--- src/rtl/dmem_bridge_pkg.sv ---
// Shared definitions for the core-to-memory bridges: state encoding and error read data.
package dmem_bridge_pkg;

    typedef enum logic [1:0] {
        IDLE = 2'd0,
        BUSY = 2'd1,
        DONE = 2'd2
    } bridge_state_e;

    localparam logic [31:0] ERR_RDATA_DEF = 32'h0000_0000;

endpackage

--- src/rtl/dmem_timeout_ctr.sv ---
// Cycle counter for the bus timeout: cleared by load, counts while enabled,
// and flags the terminal count TERM-1.
module dmem_timeout_ctr #(
    parameter int CNT_W = 5,
    parameter int TERM  = 16
) (
    input  logic clk,
    input  logic reset,
    input  logic load_i,
    input  logic en_i,
    output logic tc_o
);

    localparam logic [CNT_W-1:0] TC_VAL = CNT_W'(TERM - 1);

    logic [CNT_W-1:0] cnt_q;

    always_ff @(posedge clk or posedge reset) begin
        if (reset) begin
            cnt_q <= '0;
        end else if (load_i) begin
            cnt_q <= '0;
        end else if (en_i) begin
            cnt_q <= cnt_q + CNT_W'(1);
        end
    end

    assign tc_o = (cnt_q == TC_VAL);

endmodule

--- src/rtl/dmem_bridge.sv ---
// Data-memory bridge: turns single-cycle core loads/stores into req/ack bus
// transactions, stalling the core until the access completes or is aborted.
module dmem_bridge
    import dmem_bridge_pkg::*;
#(
    parameter int          TIMEOUT_CYCLES = 16,
    parameter int          CNT_W          = 5,
    parameter logic [31:0] ERR_RDATA      = ERR_RDATA_DEF
) (
    input  logic        clk,
    input  logic        reset,
    input  logic [31:0] core_addr,
    input  logic [31:0] core_wdata,
    input  logic        core_read,
    input  logic        core_write,
    output logic [31:0] core_rdata,
    output logic        core_stall,
    output logic        bus_req,
    output logic        bus_we,
    output logic [31:0] bus_addr,
    output logic [31:0] bus_wdata,
    input  logic        bus_ack,
    input  logic [31:0] bus_rdata,
    input  logic        err_clr,
    output logic        err_flag
);

    bridge_state_e state_q;
    logic          bus_req_q, bus_we_q, err_flag_q;
    logic [31:0]   bus_addr_q, bus_wdata_q, core_rdata_q;
    logic          access, timeout;

    assign access = core_read | core_write;

    dmem_timeout_ctr #(
        .CNT_W (CNT_W),
        .TERM  (TIMEOUT_CYCLES)
    ) u_tmo (
        .clk    (clk),
        .reset  (reset),
        .load_i (state_q == IDLE),
        .en_i   ((state_q == BUSY) && !bus_ack),
        .tc_o   (timeout)
    );

    always_ff @(posedge clk or posedge reset) begin
        if (reset) begin
            state_q      <= IDLE;
            bus_req_q    <= 1'b0;
            bus_we_q     <= 1'b0;
            bus_addr_q   <= '0;
            bus_wdata_q  <= '0;
            core_rdata_q <= '0;
            err_flag_q   <= 1'b0;
        end else begin
            // Clear first so a same-cycle set below takes priority.
            if (err_clr) err_flag_q <= 1'b0;
            case (state_q)
                IDLE: begin
                    if (access) begin
                        if (core_addr[1:0] == 2'b00) begin
                            bus_addr_q  <= core_addr;
                            bus_wdata_q <= core_wdata;
                            bus_we_q    <= core_write;
                            bus_req_q   <= 1'b1;
                            state_q     <= BUSY;
                        end else begin
                            err_flag_q   <= 1'b1;
                            core_rdata_q <= ERR_RDATA;
                            state_q      <= DONE;
                        end
                    end
                end
                BUSY: begin
                    if (bus_ack) begin
                        if (!bus_we_q) core_rdata_q <= bus_rdata;
                        bus_req_q <= 1'b0;
                        state_q   <= DONE;
                    end else if (timeout) begin
                        bus_req_q    <= 1'b0;
                        err_flag_q   <= 1'b1;
                        core_rdata_q <= ERR_RDATA;
                        state_q      <= DONE;
                    end
                end
                DONE:    state_q <= IDLE;
                default: state_q <= IDLE;
            endcase
        end
    end

    always_comb begin
        core_stall = 1'b0;
        case (state_q)
            IDLE:    core_stall = access;
            BUSY:    core_stall = 1'b1;
            default: core_stall = 1'b0;
        endcase
    end

    assign bus_req    = bus_req_q;
    assign bus_we     = bus_we_q;
    assign bus_addr   = bus_addr_q;
    assign bus_wdata  = bus_wdata_q;
    assign core_rdata = core_rdata_q;
    assign err_flag   = err_flag_q;

endmodule

--- config.mk ---
export PLATFORM = sky130hd
export DESIGN_NAME = dmem_bridge
export DESIGN_NICKNAME = d
export VERILOG_FILES = /design/src/rtl/dmem_bridge_pkg.sv /design/src/rtl/dmem_timeout_ctr.sv /design/src/rtl/dmem_bridge.sv
export SDC_FILE = /design/constraint.sdc
export NUM_CORES = 1
export LEC_CHECK = 0
export ABC_AREA = 0
export BUFFER_PORTS_ARGS = -buffer_cell sky130_fd_sc_hd__buf_2
export CAP_MARGIN = 20
export CORE_MARGIN = 3
export CORE_UTILIZATION = 25
export CTS_BUF_LIST = sky130_fd_sc_hd__clkbuf_2 sky130_fd_sc_hd__clkbuf_4 sky130_fd_sc_hd__clkbuf_8
export CTS_CLUSTER_DIAMETER = 30
export DETAILED_ROUTE_END_ITERATION = 16
export SLEW_MARGIN = 20
export SYNTH_ARGS = -nofsm -noshare
export SYNTH_HDL_FRONTEND = slang
export SYNTH_SLANG_ARGS = --single-unit
export TNS_END_PERCENT = 10
--- constraint.sdc ---
create_clock -name clk -period 4.4 [get_ports clk]
set_input_delay 0.22 -clock clk [delete_from_list [all_inputs] [get_ports clk]]
set_output_delay 0.22 -clock clk [all_outputs]
set_load 0.01 [all_outputs]
==> run summary <==
Gpl congestion - 0.692
Tcrit/Tclk final - 55.6%
Die Ht - 134 um
Die X - 134 um
CTS tree - done
Core footprint - 0.0160 sq mm
Placement Cell Area - 0.00531 sq mm
Fill cells - 1,644
CTS buffer count - 9
Gr usage total - 12.2%
Clock sinks - 106
Syn_area_per_cell - 10.4 sq um
Hold Path Class - in -> async
Number of H-tree levels - 3
Post-DP HPWL - 7470 um
Pre-antenna DRT Iters - 5
Crit-path cells - nor4_4, o21a_2, buf_4, nand2_1, nand2_1
DR vias - 3,393
Area Growth Syn to Fin - 36.0%
CP max-delay cell - o21a_2
CP Launch Type - flop
Netlist Area Pre-Place - 0.00411 sq mm
Effective utilization at floorplan - 25.7%
Final Hold Vio Count - 0
Nature of the critical path endpoint - flop
Seq/Total Area, Yosys - 64.6%
Post-DR wirelength/cell - 13.4 um
Slew Limit Fails - 0
Cell mode on critical path - nand2_1
Clock Skew - 13.2 ps
DRT Wirelength - 10,900 um
Initial antenna violation count - 0
Final setup violation count - 0
P per Cell Area - 567 mW/mm^2
Final #Nets - 699
Die ar. - 0.0180 sq mm
Critical Path Max Stage Delay - 730 ps
Number of synthesized register bits - 106
Worst Max-Slew Pin Slew - 868 ps
Lkg Pwr - 0.00319 uW
Normalized max-slew margin - 42.2%
Grt ovf - 0
Gate count after technology mapping - 394
Post-route ant nets - 0
CP arrival - 2750 ps
Root Buffer - clkbuf_8
Syn Nets - 498
Clk buf depth - 2
Cts hold-fix bufs - 8
Post-cts resize count - 0
Min Tclk post-route - 2450 ps
First-pass GRT wire length - 17,500 um
Vias in the first global route - 3,412
WP data required - 4710 ps
Cell area after layout - 0.00559 sq mm
Synth warn - 0
Status - completed
Util after Layout - 34.9%
I/O Pins - 202
PortBufs - 201
Vias per cell - 4.16
Pre-CTS WS - 1950 ps
Critical setup path kind - reg -> reg
RSZ-0062 raised after global routing - no
Clk_lat worst skew - 370 ps
Largest net degree at the start of global routing - 72
CTS clk-pin slew, worst paths - 100 ps
Fin worst setup slack - 1950 ps
Share of cells above drive strength 1 - 38.5%
Setup TNS - 0 ps
# DRC - 0
Highest Clock Rate - 409 MHz
Num rows - 46
Max cap viols - 0
Post-CTS Setup Bufs - 0
CP Max Fanout - 36
Drt initial violations - 102
Diode count - 0
Max VDD drop - 0.000284 V
Total power after layout - 3170 uW
Synth cell types - 29
metal layers:
metal | GRT usage [%] | share of wire (%)
met2 | 18.2 | 43
met5 | 0 | 0
met3 | 4.24 | 9.9
met4 | 4.07 | 1.3
met1 | 16.5 | 46
power by group:
| group | switching (uW) | total, uW | internal (uW) |
|---|---|---|---|
| clock | 342 | 614 | 272 |
| sequential | 199 | 1510 | 1310 |
| combinational | 606 | 1040 | 438 |
| total | 1150 | 3170 | 2020 |
layout make-up:
type,instances,area (sq um),share of cell area [%]
sequential,106,2650,47.5
tap,216,270,4.84
timing repair buffer,213,1120,20.0
clock buffer,10,131,2.35
inverter,3,13.8,0.246
clock inverter,6,66.3,1.19
multi-input combinational,262,1340,23.9
path summary, 6_finish.rpt:
path | start | end | slack, ps | cells after the start
max | state_q[0]$_DFFE_PP0P_ | bus_addr[6]$_DFFE_PP0P_ | 1950 | 5
min | reset | u_tmo.cnt_q[1]$_DFFE_PP0P_ | 20 | 2
max reg2reg | state_q[0]$_DFFE_PP0P_ | bus_addr[6]$_DFFE_PP0P_ | 1950 | 5
min reg2reg | bus_addr[30]$_DFFE_PP0P_ | bus_addr[30]$_DFFE_PP0P_ | 480 | 2
max in group asynchronous | reset | bus_wdata[3]$_DFFE_PP0P_ | 3330 | 3
min in group clk | core_wdata[20] | bus_wdata[20]$_DFFE_PP0P_ | 30 | 3
state kept, by name, summed over array words and instances, names as in the netlist:
name / flops
bus_addr: 32
bus_req: 1
bus_wdata: 32
bus_we: 1
core_rdata: 32
err_flag: 1
state_q: 2
u_tmo.cnt_q: 5
critical path: cells and delay by family, from the launching register on:
family                 cells  cell delay (ps)
buffers and inverters      1              410
DFF                        1              530
and+or+nand+nor            3              700
AOI/OAI and AO/OA          1              730
cells in the mapped netlist (all sizes together):
master	number	share of area (%)
a21o	1	0.18
nand4b	1	0.21
nand2b	1	0.15
dfrtp	106	65
clkbuf	4	0.37
o41ai	1	0.21
mux2	2	0.55
inv	3	0.27
ha	2	0.61
nor3b	1	0.30
o21a	1	0.18
a21oi	1	0.12
nor2	6	0.55
o31ai	2	0.37
o21ai	3	0.46
nand2	190	17
a22o	39	8.3
buf	19	2.8
and2	2	0.30
and3	1	0.15
nor3	3	0.49
nor4	2	1.0
nor2b	2	0.30
nand3b	1	0.18
per-stage QoR:
| step | std cells | hold WS [ps] |
|---|---|---|
| 6_report | 816 | 19.6 |
| 3_5_place_dp | 792 | 414 |
| 5_1_grt | 816 | 11.9 |
| 2_1_floorplan | 394 | 325 |
| 4_1_cts | 816 | 0.367 |
| 3_3_place_gp | 792 | 410 |
logic make-up after synthesis:
logic type               after synthesis  share of synthesized area [%]
flip-flops                           106                           64.6
AND/OR/NAND/NOR                      210                           21.0
buffers and inverters                 26                           3.41
adder cells (fa/ha/maj)                2                          0.609
AO/OA/AOI/OAI                         48                           9.84
multiplexers                           2                          0.548
cells in the final DEF (no fill, tap or decap), types with 2 or more instances in the layout:
master,netlist,final
ha_1,2,2
inv_1,3,2
clkinv_4,0,2
dfrtp_1,106,106
nor2b_1,2,2
and2_1,2,2
a22o_1,39,39
clkbuf_8,0,9
buf_4,0,4
nor4_4,2,2
nand2_1,190,190
buf_2,16,201
nor2_1,6,5
nor3_1,2,2
o31ai_1,2,2
dlygate4sd3_1,0,8
clkinv_2,0,2
Note: power is estimated with default switching activity, not from simulation.
